**src/rtl/clk_div_pkg.sv**
```systemverilog
// Shared constants and divisor clamp for the programmable clock divider.
package clk_div_pkg;

    localparam int MIN_DIV      = 2;
    localparam int DEF_CLK_FREQ = 10000000;

    // Keep the low `width` bits, then force the result up to MIN_DIV.
    function automatic logic [63:0] div_sanitise(
        input logic [63:0] value,
        input int          width
    );
        logic [63:0] m;
        m = value & ((64'd1 << width) - 64'd1);
        if (m < 64'(MIN_DIV)) begin
            m = 64'(MIN_DIV);
        end
        return m;
    endfunction

endpackage

```
**src/rtl/clk_div_core.sv**
```systemverilog
// Period counter: start/wrap/restart detection and clk_o/tick_o decode.
module clk_div_core
    import clk_div_pkg::*;
#(
    parameter int CNT_W = 26
) (
    input  logic             i_clk,
    input  logic             i_rst,
    input  logic             i_en,
    input  logic             i_sync,
    input  logic [CNT_W-1:0] i_div,
    output logic             o_start,
    output logic             o_clk,
    output logic             o_tick
);

    logic             r_run;
    logic [CNT_W-1:0] r_k;
    logic             r_clk;
    logic             r_tick;

    logic             w_last;
    logic [CNT_W-1:0] w_k_inc;
    logic             w_start;

    assign w_last  = (r_k == i_div - 1'b1);
    assign w_k_inc = r_k + 1'b1;
    assign w_start = i_en & (~r_run | i_sync | w_last);

    // A new period always begins high: k = 0 < N/2 since N >= 2.
    always_ff @(posedge i_clk or posedge i_rst) begin
        if (i_rst) begin
            r_run  <= 1'b0;
            r_k    <= '0;
            r_clk  <= 1'b0;
            r_tick <= 1'b0;
        end else if (!i_en) begin
            r_run  <= 1'b0;
            r_k    <= '0;
            r_clk  <= 1'b0;
            r_tick <= 1'b0;
        end else if (w_start) begin
            r_run  <= 1'b1;
            r_k    <= '0;
            r_clk  <= 1'b1;
            r_tick <= 1'b1;
        end else begin
            r_k    <= w_k_inc;
            r_clk  <= (w_k_inc < (i_div >> 1));
            r_tick <= 1'b0;
        end
    end

    assign o_start = w_start;
    assign o_clk   = r_clk;
    assign o_tick  = r_tick;

endmodule

```
**src/rtl/clk_div_prog.sv**
```systemverilog
// Programmable divider top: pending divisor, load/apply handshake, upd_o/div_o.
module clk_div_prog
    import clk_div_pkg::*;
#(
    parameter int CNT_W   = 26,
    parameter int DIV_RST = DEF_CLK_FREQ
) (
    input  logic             clk_i,
    input  logic             rst,
    input  logic             en_i,
    input  logic             sync_i,
    input  logic             load_i,
    input  logic [CNT_W-1:0] div_i,
    output logic             clk_o,
    output logic             tick_o,
    output logic             upd_o,
    output logic [CNT_W-1:0] div_o
);

    localparam logic [CNT_W-1:0] L_DIV_RST =
        CNT_W'(div_sanitise(64'(DIV_RST), CNT_W));

    logic [CNT_W-1:0] r_div;
    logic [CNT_W-1:0] r_pend_div;
    logic             r_pend;
    logic             r_upd;

    logic [CNT_W-1:0] w_div_san;
    logic [CNT_W-1:0] w_div_next;
    logic             w_start;

    assign w_div_san = CNT_W'(div_sanitise(64'(div_i), CNT_W));

    // A load coinciding with a period start bypasses the pending slot.
    assign w_div_next = load_i ? w_div_san :
                        (r_pend ? r_pend_div : r_div);

    clk_div_core #(
        .CNT_W (CNT_W)
    ) u_core (
        .i_clk   (clk_i),
        .i_rst   (rst),
        .i_en    (en_i),
        .i_sync  (sync_i),
        .i_div   (r_div),
        .o_start (w_start),
        .o_clk   (clk_o),
        .o_tick  (tick_o)
    );

    always_ff @(posedge clk_i or posedge rst) begin
        if (rst) begin
            r_div      <= L_DIV_RST;
            r_pend_div <= L_DIV_RST;
            r_pend     <= 1'b0;
            r_upd      <= 1'b0;
        end else begin
            r_upd <= w_start & (load_i | r_pend);
            if (w_start) begin
                r_div  <= w_div_next;
                r_pend <= 1'b0;
            end else if (load_i) begin
                r_pend_div <= w_div_san;
                r_pend     <= 1'b1;
            end
        end
    end

    assign upd_o = r_upd;
    assign div_o = r_div;

endmodule

```
**config.mk**
```make
export PLATFORM = sky130hd
export DESIGN_NAME = clk_div_prog
export DESIGN_NICKNAME = d
export VERILOG_FILES = /design/src/rtl/clk_div_pkg.sv /design/src/rtl/clk_div_core.sv /design/src/rtl/clk_div_prog.sv
export SDC_FILE = /design/constraint.sdc
export NUM_CORES = 1
export LEC_CHECK = 0
export CAP_MARGIN = 0
export CORE_MARGIN = 2
export CORE_UTILIZATION = 45
export DETAILED_ROUTE_END_ITERATION = 6
export HOLD_SLACK_MARGIN = 0.12
export PLACE_DENSITY = 0.65
export SYNTH_ARGS = -nofsm -noshare
export SYNTH_HDL_FRONTEND = slang
export SYNTH_SLANG_ARGS = --single-unit
```
**constraint.sdc**
```tcl
create_clock -name clk_i -period 4.8 [get_ports clk_i]
set_input_delay 0.96 -clock clk_i [delete_from_list [all_inputs] [get_ports clk_i]]
set_output_delay 0.96 -clock clk_i [all_outputs]
set_load 0.05 [all_outputs]
```
== Yosys cells after proc, flatten, opt, wreduce, memory -nomap -nowiden ==
Index checks and enable logic that the tools add are counted.
W data, S select, Z words.

* Output and inout bits: 29
* Bits in registers: 83
* Logic and storage cells: 38

* Order comparisons: 2
* Muxes and demuxes: 13
* Bitwise gates (word level): 7
* Eq/ne operators: 2
* Reductions and logical operators: 4
* Add/sub/neg operators: 2

{| class="wikitable"
|+ Operators with widths
! operator !! count
|-
| $mux W26 || 5
|-
| $add A26 B1 Y26 const B || 1
|-
| $eq A26 B26 Y1 || 1
|-
| $lt A26 B2 Y1 const B || 1
|-
| $lt A26 B25 Y1 || 1
|-
| $sub A26 B1 Y26 const B || 1
|-
| $mux W1 || 8
|-
| $reduce_and A2 Y1 || 2
|-
| $reduce_bool A2 Y1 || 2
|-
| $or A1 B1 Y1 || 3
|-
| $and A1 B1 Y1 || 2
|-
| $ne A2 B1 Y1 const B || 1
|-
| $not A1 Y1 || 2
|}

== Depth between registers and ports, before layout ==
Gate-level depths: netlist (run 1).

* Depth after elaboration: 6
* Mapped depth: 16
* Depth with buffers taken out: 15

== Modules after synthesis ==
From an unflattened synthesis (run 1), not the netlist that was laid out.

* Cells, all modules: 577
* Area total of the unflattened synthesis: 5391.4 um^2

{| class="wikitable"
|+ By module, submodules not included
! module !! times used !! cells an instance !! sequential area each (um^2) !! area an instance (um^2)
|-
| clk_div_core || 1 || 386 || 725.7 || 3065.4
|-
| clk_div_prog || 1 || 191 || 1371.3 || 2326.0
|}

== Worst setup path after synthesis (run 1) ==
OpenSTA, ideal clock, no wires.

* Path kind: register -> register
* From: register r_div[1], in the netlist div_o[1]
* To: register r_pend_div[2]
* Stages on the path, launching flop included: 12
* Arrival: 3.350 ns
* Clock period less this slack: 3.475 ns
* Required time: 4.675 ns
* Slack: 1.325 ns
* Buffers on the path: 1
* Cells stage by stage: dfrtp_1 inv_1 ha_1 nor4b_4 or4b_1 a221oi_2 o2111ai_1 nor4_1 a21oi_1 o21ai_2 buf_4 mux2_2

* Longest elaborated chain between the ends: 6

{| class="wikitable"
|+ Ends and longest elaborated chain
! what !! line !! source
|-
| start, declared || clk_div_prog.sv:23 || <nowiki>logic [CNT_W-1:0] r_div;</nowiki>
|-
| start signal, assigned || clk_div_prog.sv:60 || <nowiki>r_div <= w_div_next;</nowiki>
|-
| $sub A26 B1 Y26 || clk_div_core.sv:26 || <nowiki>assign w_last = (r_k == i_div - 1'b1);</nowiki>
|-
| $eq A26 B26 Y1 || clk_div_core.sv:26 ||
|-
| $or A1 B1 Y1 || clk_div_core.sv:28 || <nowiki>assign w_start = i_en & (~r_run | i_sync | w_last);</nowiki>
|-
| $and A1 B1 Y1 || clk_div_core.sv:28 ||
|-
| $not A1 Y1 (no source line) || n/a ||
|-
| $reduce_and A2 Y1 (no source line) || n/a ||
|-
| end signal, assigned || clk_div_prog.sv:63 || <nowiki>r_pend_div <= w_div_san;</nowiki>
|-
| end, declared || clk_div_prog.sv:24 || <nowiki>logic [CNT_W-1:0] r_pend_div;</nowiki>
|}

No other way between the ends.
A chain may end at the register's enable or synchronous reset.

== Final worst setup path (run 1) ==
* From: register r_div[1], in the netlist div_o[1]
* To: register r_div[6], in the netlist div_o[6]

* Longest elaborated chain between the ends: 5

{| class="wikitable"
|+ Ends and longest elaborated chain
! what !! line
|-
| $sub A26 B1 Y26 || clk_div_core.sv:26
|-
| $eq A26 B26 Y1 || clk_div_core.sv:26
|-
| $or A1 B1 Y1 || clk_div_core.sv:28
|-
| $and A1 B1 Y1 || clk_div_core.sv:28
|-
| $reduce_and A2 Y1 (no source line) || n/a
|}

No other way between the ends.

==> reports/results.ini, run 1 <==
[flow_run]
maxCapViolCount=0

[place]
detailed_place_hpwl_um=11000
gp_congestion=0.887
port_buffers=59
dpl.cell_count=711

[floorplan]
dieHeight_um=113
die_w_um=113
io_pins=60
start_util_pct=46.5
rows=39
design.core.area_um2=11500
die_area_um2=12800

[clocking]
numCtsBuffers=9
clockBufferDepth=2
cts_resized=0
cts_tree=built
path_clk_slew_ns=0.06
cts-root-buf=clkbuf_16
hold_buffers=0
htreeDepth=3
cts.sinks=83
postCtsSetupBuffers=0
clk_latency_ns=0.35

[global_routing]
groute.layer.met3.usage_pct=4.23
global_route.peak_usage_layer=met2
grt_max_degree=44
grt_pass1_vias=4234
grt_pass1_wl_um=22800
grt-ovfl-total=0
grt_use_met1_pct=33.5
use_met2_pct=35.0
grt_usage_pct=23.2
antenna_found_initial=0

[sta]
setup_viol=0
post-route-min-period_ns=3.75
worst_pin_slew_ns=1.20
hold_viol_final=0
maxSlewViolCount=0
period_share_pct=78.0
tns_ns=0
rsz0062_at_grt=false
relSlewSlack_pct=19.9
finalClockSkew_ns=0.00759
max_clock_freq_ghz=0.267

[power_and_ir_drop]
peakVddDrop_mv=0.276
p_per_area_nw_per_um2=402
p_leak_uw=0.00286

[setup_path]
end_kind=flop
critPathMaxFanout=20
crit_chain=inv_1 -> ha_1 -> nor4b_4 -> or4b_1 -> a221oi_2 -> o2111ai_1 -> nor4_1 -> a21oi_1 -> or3_1 -> buf_4 -> mux2i_1
critPathKind=flop to flop
crit_buf_inv=2
start_kind=flop
required_ns=5.02
worstPathArrival_ns=3.96
slowest_delay_ns=0.56
critPathTopFamily=simple AND/OR/NAND/NOR gates
slowest_stage=or3_1

[layout]
n_fill_cell=1039
nets=636
fin_cells=727
n_antenna_cell=0
layout-drive-gt1-share_pct=11.1
multi_input_area_um2=3020
seq_area_um2=2100
area_delta_synth_final_pct=18.9

[detailed_routing]
drc=0
vias_per_cell=5.82
detail-route-antenna-nets=0
wl_per_cell_um=19.6
wirelength_um=14200
num_vias=4229
firstDrtPassIters=5
drtIter0Drc=302

[yosys]
synth_area_um2=5360
synth_seq_cells=83
synthArstFlopShare_pct=100
syn_inst=528
syn_area_per_cell_um2=10.1
synth_cell_types=53
synthesis.nets=585
ys.flop_type=dfrtp_1
synth_edf_count=0
synth_warnings=0
synth-seq-area-share_pct=39.1

[outcome]
status=finished clean

[hold_path]
min_path_type=flop to flop

registers in the layout (all words and copies together) (netlist names):
| name | flops |
|---|---|
| div_o | 26 |
| r_pend | 1 |
| r_pend_div | 26 |
| u_core.o_clk | 1 |
| u_core.o_tick | 1 |
| u_core.r_k | 26 |
| u_core.r_run | 1 |
| upd_o | 1 |
Yosys cell counts, types with 2 or more instances:
library cell | n | area [um2]
clkbuf_1 | 18 | 67.6
nor4_1 | 16 | 100
o21ai_0 | 8 | 40.0
o22ai_1 | 4 | 25.0
a211o_1 | 2 | 17.5
nor2_1 | 28 | 105
or3_1 | 2 | 12.5
nor3_1 | 14 | 70.1
xor2_1 | 24 | 210
ha_1 | 26 | 325
nand3_1 | 15 | 75.1
buf_6 | 3 | 33.8
nor2b_1 | 3 | 18.8
mux2i_1 | 53 | 531
buf_4 | 2 | 15.0
or4_1 | 2 | 15.0
mux2_2 | 24 | 270
nand2b_1 | 6 | 37.5
nand2_1 | 21 | 78.8
a22oi_1 | 2 | 15.0
inv_1 | 34 | 128
o21a_1 | 2 | 15.0
o2111ai_1 | 2 | 17.5
a211oi_1 | 5 | 37.5
and4_1 | 5 | 43.8
and3_1 | 13 | 81.3
nor3b_1 | 25 | 188
dfrtp_1 | 67 | 1680
a21oi_1 | 14 | 70.1
xnor2_1 | 31 | 272
nand4_1 | 13 | 81.3
a41o_1 | 2 | 20.0
o21bai_1 | 2 | 15.0
dfstp_2 | 16 | 420
o211ai_1 | 5 | 37.5
a21o_1 | 2 | 15.0
cells by family (layout without fill, tap and decap cells):
family	Yosys count	after routing	share of synthesized area, %
adders and majority gates	26	26	6.07
and+or+nand+nor	171	171	18.7
xor gates and xnor gates	55	55	8.99
muxes	78	78	15.2
buffers and inverters	57	113	4.55
AOI/OAI and AO/OA	58	58	7.45
DFF	83	83	39.1
worst paths after layout:
| path | from | endpoint | slack [ns] | depth (start not counted) |
|---|---|---|---|---|
| worst max-delay path | div_o[1] | div_o[6] | 1.05 | 11 |
| worst min register to register | r_pend_div[3] | r_pend_div[3] | 0.50 | 1 |
| worst min-delay path | r_pend_div[3] | r_pend_div[3] | 0.50 | 1 |
| worst max register to register | div_o[1] | div_o[6] | 1.05 | 11 |
| max in group asynchronous | rst | div_o[15] | 2.73 | 3 |
| min in group asynchronous | rst | r_pend_div[3] | 1.06 | 2 |
power breakdown:
group,total [uW],switching [uW],internal [uW]
Clock,771,297,474
Combinational,837,525,312
Sequential,956,144,812
stage by stage:
| step | power (uW) | setup WS, ns | utilization, % | hold WS, ns | instance area, um2 |
|---|---|---|---|---|---|
| finish | 2560 | 1.05 | 55.3 | 0.504 | 6370 |
| global route | 2680 | 0.783 | 55.3 | 0.516 | 6370 |
| CTS | 2570 | 1.08 | 55.3 | 0.507 | 6370 |
| detailed placement | 1800 | 1.11 | 52.5 | 0.492 | 6040 |
| global placement | 1790 | 1.13 | 52.5 | 0.486 | 6040 |
| floorplan | 1500 | 1.33 | - | 0.443 | 5360 |
cell usage in the layout (no fill, tap or decap), types with 4 or more instances in the layout:
cell type	synthesis	final
nand4_1	13	13
nor3b_1	25	25
nor3_1	14	14
nor4_1	16	16
dfrtp_1	67	67
inv_1	34	33
and4_1	5	5
a211oi_1	5	5
o211ai_1	5	5
clkdlybuf4s50_1	0	59
nand2_1	21	21
and3_1	13	13
buf_4	2	4
o21ai_0	8	8
dfstp_2	16	16
mux2i_1	53	53
o22ai_1	4	4
clkbuf_16	0	9
a21oi_1	14	14
nand2b_1	6	6
nor2_1	28	28
ha_1	26	26
nand3_1	15	15
mux2_2	24	24
xor2_1	24	24
xnor2_1	31	31
layout make-up:
cell class | instances | area share (%)
multi-input combinational | 388 | 47.4
sequential | 83 | 32.9
clock inverter | 5 | 1.34
inverter | 34 | 2.02
clock buffer | 11 | 3.81
timing repair buffer | 63 | 9.74
tap | 143 | 2.81
per-layer routing:
layer,part of all wire (%),up-vias
met5,0,-
li1,-,2013
met1,49,2106
met2,45,92
met4,1.7,0
met3,4.7,18
Power figures use the tool's default switching activity.
==> run 2: changes to the inputs <==
--- a/config.mk
+++ b/config.mk
@@ -10,7 +10,7 @@
 export CORE_UTILIZATION = 45
 export DETAILED_ROUTE_END_ITERATION = 6
 export HOLD_SLACK_MARGIN = 0.12
-export PLACE_DENSITY = 0.65
+export PLACE_DENSITY = 0.68
 export SYNTH_ARGS = -nofsm -noshare
 export SYNTH_HDL_FRONTEND = slang
 export SYNTH_SLANG_ARGS = --single-unit
==> constraint.sdc (replaced) <==
create_clock -name clk_i -period 3.26 [get_ports clk_i]
set_input_delay 0.652 -clock clk_i [delete_from_list [all_inputs] [get_ports clk_i]]
set_output_delay 0.652 -clock clk_i [all_outputs]
set_load 0.05 [all_outputs]
==> run 2 against run 1 <==
  * Sequential power grew 41%
  * First-iteration DRC count fell by 25%
  * Clock skew is 0.0019 ns lower
  * Total power rose by 50%
  * Flip-flop and latch count did not move
  * Combinational power up 70%
  * Via count rose by 2.6%
  * Largest cell class unchanged
  * Largest power group is now combinational cells
==> reports/results.ini, run 2 (synthesis results as in run 1) <==
[sta]
tns_ns=0
worst_hold_slack_ns=0.503
max_clock_freq_ghz=0.311
setup_viol=0
maxSlewViolCount=0
rsz0062_at_grt=true
post-route-min-period_ns=3.22
hold_viol_final=0
period_share_pct=98.8
worst_pin_slew_ns=0.641
finalClockSkew_ns=0.00566
relSlewSlack_pct=57.2

[hold_path]
min_path_cells=1
min_path_type=flop to flop

[flow_run]
maxCapViolCount=0

[setup_path]
reg2reg_depth=10
start_kind=flop
critPathKind=flop to flop
critPathMaxFanout=12
required_ns=3.50
end_kind=flop
worstPathArrival_ns=3.45

[global_routing]
grt_pass1_vias=4330
grt_usage_pct=23.1
antenna_found_initial=0
grt-ovfl-total=0
grt_max_degree=51
grt_pass1_wl_um=22800

[clocking]
clk_latency_ns=0.35
numCtsBuffers=9
cts-root-buf=clkbuf_16
htreeDepth=3
cts_tree=built
path_clk_slew_ns=0.07
cts.sinks=83
clockBufferDepth=2

[detailed_routing]
vias_per_cell=5.75
firstDrtPassIters=5
drc=0
drtIter0Drc=226
wl_per_cell_um=19.2
num_vias=4340
wirelength_um=14500
detail-route-antenna-nets=0

[floorplan]
dieHeight_um=113
design.core.area_um2=11500
io_pins=60
die_area_um2=12800
start_util_pct=46.5
die_w_um=113
rows=39

[outcome]
status=finished clean

[place]
port_buffers=59
detailed_place_hpwl_um=10900
gp_congestion=0.880

[layout]
layout-drive-gt1-share_pct=19.8
n_fill_cell=1002
final_cell_mix=58 x clkdlybuf4s50_1, 56 x dfrtp_1, 53 x mux2i_1
layout_commonest_cell=clkdlybuf4s50_1
nets=664
area_delta_synth_final_pct=25.2
utilization_pct=58.3
n_antenna_cell=0

[power_and_ir_drop]
p_per_area_nw_per_um2=574
peakVddDrop_mv=0.393
finalPower_uw=3850
p_leak_uw=0.00300

[run 2: changes by cell type in the layout (fill, tap and decap cells not counted), sizes merged]
cell           change
clkbuf             -1
bufinv             -1
inv                +3
clkdlybuf4s50      -1
buf               +28
clkinvlp           +2
clkinv             -2
[run 2: layer usage]
layer,vias to the layer above,part of all wire (%),global-route usage [%]
li1,2063,-,-
met3,22,5.1,3.05
met2,140,47,35.9
met1,2115,46,33.0
met5,-,0,0
met4,0,2.1,8.86
[run 2: power by group]
part	total, uW	switching (uW)	leakage, uW	internal (uW)
sequential	1350	154	0.000996	1200
combinational	1420	879	0.00186	542
clock	1080	469	0.000145	607
[run 2: final cells by class]
type                    instances  area [um2]  share of cell area (%)
clock buffers                   9         225                    3.36
clock inverters                 7        82.6                    1.23
inverters                      34         129                    1.92
multi-input cells             388        3100                    46.3
flip-flops and latches         83        2110                    31.5
well taps                     143         179                    2.67
repair buffers                 91         881                    13.1
[run 2: through the flow]
step / std cells / instance area [um2] / setup WS [ns]
floorplan: 528 / 5390 / 0.00659
global route: 755 / 6710 / -0.0771
finish: 755 / 6710 / 0.0406
detailed placement: 734 / 6280 / -0.0497
CTS: 751 / 6590 / 0.0224
global placement: 734 / 6280 / -0.0419
[run 2: path summary, 6_finish.rpt]
path                                   to  slack, ns           from
max in group asynchronous  r_pend_div[23]       1.85            rst
min in group asynchronous        div_o[8]       0.69            rst
max reg2reg                r_pend_div[13]       0.04       div_o[4]
max                        r_pend_div[13]       0.04       div_o[4]
min reg2reg                 r_pend_div[4]       0.50  r_pend_div[4]
min                         r_pend_div[4]       0.50  r_pend_div[4]
[run 2: critical path: stages (launching register included)]
cell       delay (ns)
dfrtp_2          0.40
or3_1            0.39
or4b_4           0.55
a221oi_4         0.34
o2111ai_1        0.17
nor4_1           0.18
a21oi_1          0.15
buf_4            0.18
o21ai_4          0.19
clkbuf_16        0.21
mux2_2           0.33
[run 2: repair_timing]
| action | 4_1_cts | 5_1_grt |
|---|---|---|
| pin swaps | 1 | 3 |
| hold buffers | 0 | 0 |
| setup endpoints to repair | 25 | 49 |
| setup buffers | 1 | 3 |
| gates cloned | 0 | 1 |
| gates resized for setup | 1 | 19 |
==> patch 1, RTL diff (config.mk and constraints of run 2) <==
Add an input register stage for `en_i`, `sync_i`, `load_i` and `div_i`, with the module's reset; this delays them by one clock.
--- a/src/rtl/clk_div_prog.sv
+++ b/src/rtl/clk_div_prog.sv
@@ -20,6 +20,25 @@
     localparam logic [CNT_W-1:0] L_DIV_RST =
         CNT_W'(div_sanitise(64'(DIV_RST), CNT_W));
 
+    logic en_q;
+    logic sync_q;
+    logic load_q;
+    logic [CNT_W-1:0] div_q;
+
+    always_ff @(posedge clk_i or posedge rst) begin
+        if (rst) begin
+            en_q   <= '0;
+            sync_q <= '0;
+            load_q <= '0;
+            div_q  <= '0;
+        end else begin
+            en_q   <= en_i;
+            sync_q <= sync_i;
+            load_q <= load_i;
+            div_q  <= div_i;
+        end
+    end
+
     logic [CNT_W-1:0] r_div;
     logic [CNT_W-1:0] r_pend_div;
     logic             r_pend;
@@ -29,10 +48,10 @@
     logic [CNT_W-1:0] w_div_next;
     logic             w_start;
 
-    assign w_div_san = CNT_W'(div_sanitise(64'(div_i), CNT_W));
+    assign w_div_san = CNT_W'(div_sanitise(64'(div_q), CNT_W));
 
     // A load coinciding with a period start bypasses the pending slot.
-    assign w_div_next = load_i ? w_div_san :
+    assign w_div_next = load_q ? w_div_san :
                         (r_pend ? r_pend_div : r_div);
 
     clk_div_core #(
@@ -40,8 +59,8 @@
     ) u_core (
         .i_clk   (clk_i),
         .i_rst   (rst),
-        .i_en    (en_i),
-        .i_sync  (sync_i),
+        .i_en    (en_q),
+        .i_sync  (sync_q),
         .i_div   (r_div),
         .o_start (w_start),
         .o_clk   (clk_o),
@@ -55,11 +74,11 @@
             r_pend     <= 1'b0;
             r_upd      <= 1'b0;
         end else begin
-            r_upd <= w_start & (load_i | r_pend);
+            r_upd <= w_start & (load_q | r_pend);
             if (w_start) begin
                 r_div  <= w_div_next;
                 r_pend <= 1'b0;
-            end else if (load_i) begin
+            end else if (load_q) begin
                 r_pend_div <= w_div_san;
                 r_pend     <= 1'b1;
             end
Check against the original RTL: not equivalent (a bounded check fails within 4 cycles, from zero or initial values and one cycle with rst high).
==> patch 1 against run 2 <==
Routed wire length is 0.14% lower. Clock power increased by 12%. Total power grew 12%. Sequential share of layout area up 6.0 points. Sequential cell count grew 29. Count of clock-buffer cells in the layout increased by 1. Synthesized cell count up 1.9%. Fmax increased by 2.8%. Final area increased by 12%. Critical path depth increased by 1. Setup slack gained 89 ps. Synthesized area is 12% higher.
==> patch 1: results <==
{
  "grt_pass1_wl_um": 23500,
  "rr_worst_depth": 11,
  "yosys-top-cells-count": "dfrtp_1 (96), mux2i_1 (56), inv_1 (34)",
  "synth_cell_types": 55,
  "seq_share_pct": 37.5,
  "synthAdderAreaFrac_pct": 5.42,
  "period_share_pct": 96.0,
  "num-fill-cells": 1128,
  "grt_util_met2_pct": 35.0,
  "cts_setup_buffers": 0,
  "first_iter_violations": 304,
  "nets": 693,
  "drt_first_pass_iters": 4,
  "peakVddDrop_v": 0.000275,
  "multi_input_area_um2": 3030,
  "fin_cells": 817,
  "grt_pass1_vias": 4592,
  "ys_seq_elements": 112,
  "layout.nonclk_buf_share_pct": 13.3,
  "reg2reg_slack_ps": 130,
  "drive_gt1_share_pct": 17.8,
  "wl_met2_um": 6960,
  "yosys.area_share.xor_xnor_pct": 7.88,
  "grt_use_met1_pct": 28.6,
  "grt_use_met3_pct": 2.71,
  "multi_input_cells": 374,
  "clk_share_pct": 4.38,
  "synthesis.nets": 595,
  "relSlewSlack_pct": 52.4,
  "wl_per_cell_um": 17.7,
  "dpl.hpwl_um": 10600,
  "num-nonclk-buffers": 105,
  "status": "finished, final reports clean",
  "met3_wirelength_um": 622,
  "vias": 4421
}
## patch 1: cell types whose count changed in the layout (fill, tap and decap cells not counted), sizes merged, moves of 5 or more
cell | before | now
nand2 | 21 | 15
nor3b | 25 | 0
nor2b | 3 | 25
and3 | 13 | 7
o21ai | 9 | 14
buf | 32 | 45
a21o | 2 | 10
dfrtp | 67 | 96
## patch 1: critical path: stages, from the launching register on
cell     delay, ps
dfstp_2        400
nor4_2         510
nand2_1        210
or3_4          440
xor2_1         160
o32ai_1        240
a21oi_1        140
buf_4          180
o31ai_4        220
buf_4          180
buf_12         140
mux2i_1        210
## patch 1: where the power goes
| group | leakage, nW | internal, mW | switching [mW] |
|---|---|---|---|
| combinational | 1.88 | 0.525 | 0.821 |
| sequential | 1.35 | 1.57 | 0.173 |
| clock | 0.163 | 0.699 | 0.507 |
## patch 1: worst min-delay path by stage
| stage | to | slack, ps |
|---|---|---|
| 6_report | u_core.r_run | 460 |
| 5_1_grt | u_core.r_run | 490 |
| 4_1_cts | u_core.r_run | 450 |
| 3_5_place_dp | u_core.r_run | 440 |
| 3_3_place_gp | u_core.r_run | 440 |
| 2_1_floorplan | r_pend_div[0] | 460 |
## patch 1: metrics by stage
| stage | utilization, % | cell area (um^2) | hold slack (ps) | total power, mW |
|---|---|---|---|---|
| 4_1_cts | 56.1 | 7370 | 455 | 4.30 |
| 6_report | 57.4 | 7540 | 462 | 4.30 |
| 3_3_place_gp | 53.5 | 7030 | 444 | 3.06 |
| 3_5_place_dp | 53.5 | 7030 | 439 | 3.09 |
| 2_1_floorplan | - | 6010 | 464 | 2.59 |
| 5_1_grt | 57.4 | 7540 | 486 | 4.49 |
==> patch 2, RTL diff (config.mk and constraints of run 2) <==
Without the edit above. `CNT_W` is set to 26 in 2 places; all go to 30.
--- a/src/rtl/clk_div_core.sv
+++ b/src/rtl/clk_div_core.sv
@@ -2,7 +2,7 @@
 module clk_div_core
     import clk_div_pkg::*;
 #(
-    parameter int CNT_W = 26
+    parameter int CNT_W = 30
 ) (
     input  logic             i_clk,
     input  logic             i_rst,
--- a/src/rtl/clk_div_prog.sv
+++ b/src/rtl/clk_div_prog.sv
@@ -2,7 +2,7 @@
 module clk_div_prog
     import clk_div_pkg::*;
 #(
-    parameter int CNT_W   = 26,
+    parameter int CNT_W   = 30,
     parameter int DIV_RST = DEF_CLK_FREQ
 ) (
     input  logic             clk_i,
Ports: changed (resized div_i and div_o); port bits go from 60 to 68. No check against the original RTL was run, so the function may have changed too.
==> patch 2 against run 2 <==
The flow now finishes with violations (negative setup slack). Total power rose by 20%. Sequential cell count rose by 12. Die area rose by 16%. Sequential share of layout area fell by 4.4 points. Setup slack got worse by 610 ps. Non-clock buffer count rose by 95. Sequential power rose by 11%. Combinational power rose by 38%. Clock skew rose by 3.9 ps. Final area rose by 33%. Synthesized area rose by 17%. Utilization rose by 6.7 points. Synthesized cell count rose by 16%. Routed wire length rose by 38%. Critical endpoint is now r_pend_div[8]. Highest routed layer unchanged.
==> patch 2: results <==
{
  "status": "finished, violations left",
  "violations": "negative setup slack",
  "synthesis.nets": 677,
  "yosys-top-cells-count": "dfrtp_1 (79), mux2i_1 (63), xnor2_1 (44)",
  "io_buffers": 67,
  "setup_tns_ps": -37190,
  "dpl.hpwl_um": 14200,
  "p_seq_share_pct": 32.5,
  "timing.rr.end": "r_pend_div[8]",
  "hold_start": "r_pend_div[17]",
  "first_iter_violations": 372,
  "final_antenna_net_count": 0,
  "cp_slowest_cell": "or4_4",
  "grt_max_degree": 96,
  "sw_frac_of_total_pct": 38.1,
  "placed_area_um2": 8030,
  "drive_gt1_share_pct": 32.5,
  "grt_use_total_pct": 28.0,
  "fin_cells": 967,
  "htreeDepth": 3,
  "path_max_fanout": 7,
  "cts_setup_buffers": 15,
  "seq_area_frac_synth_pct": 38.4,
  "p_clk_mw": 1.16,
  "nets": 847,
  "synthTopCellsByArea": "dfrtp_1 (32%), mux2i_1 (10%), dfstp_2 (6.7%)",
  "place_congestion": 1.00,
  "slowest_delay_ps": 600,
  "synth.avg_cell_area_um2": 10.2,
  "leakage_nw": 3.98,
  "setup-violations-final": 94,
  "p_total_mw": 4.63,
  "viasPerCell": 5.79,
  "grt_pass1_vias": 5583,
  "post_cts_resized": 36,
  "dpl_worst_slack_ps": -555,
  "worstMarginPinSlew_ps": 544,
  "critPathLaunch": "div_o[8]",
  "synth_cell_types": 64,
  "layout_setup_ws_ps": -574,
  "peakVddDrop_v": 0.000356,
  "min_to": "r_pend_div[17]"
}
## patch 2: cells by family (layout without fill, tap and decap cells)
group                      Yosys count  after routing  share of synthesized area [%]
and+or+nand+nor                    199            199                           19.0
DFF                                 95             95                           38.4
muxes                               93             93                           15.5
AOI/OAI and AO/OA                   67             67                           7.79
xor gates and xnor gates            64             64                           8.97
buffers and inverters               64            239                           4.42
adders and majority gates           30             30                           6.01
## patch 2: metal layers
layer  vias to the layer above  global-route usage, %  share of wire, %
met1                      2785                   40.3                45
met3                        31                   3.32               6.2
met2                       205                   44.0                47
met4                         0                   8.84               2.0
met5                         -                      0                 0
li1                       2579                      -                 -
## patch 2: cell type report
| type | count | area, um^2 |
|---|---|---|
| Fill cell | 1068 | 4800 |
| Multi-Input combinational cell | 453 | 4020 |
| Sequential cell | 95 | 2410 |
| Timing Repair Buffer | 186 | 1810 |
| Clock buffer | 11 | 233 |
| Tap cell | 180 | 225 |
| Inverter | 37 | 140 |
| Clock inverter | 5 | 82.6 |
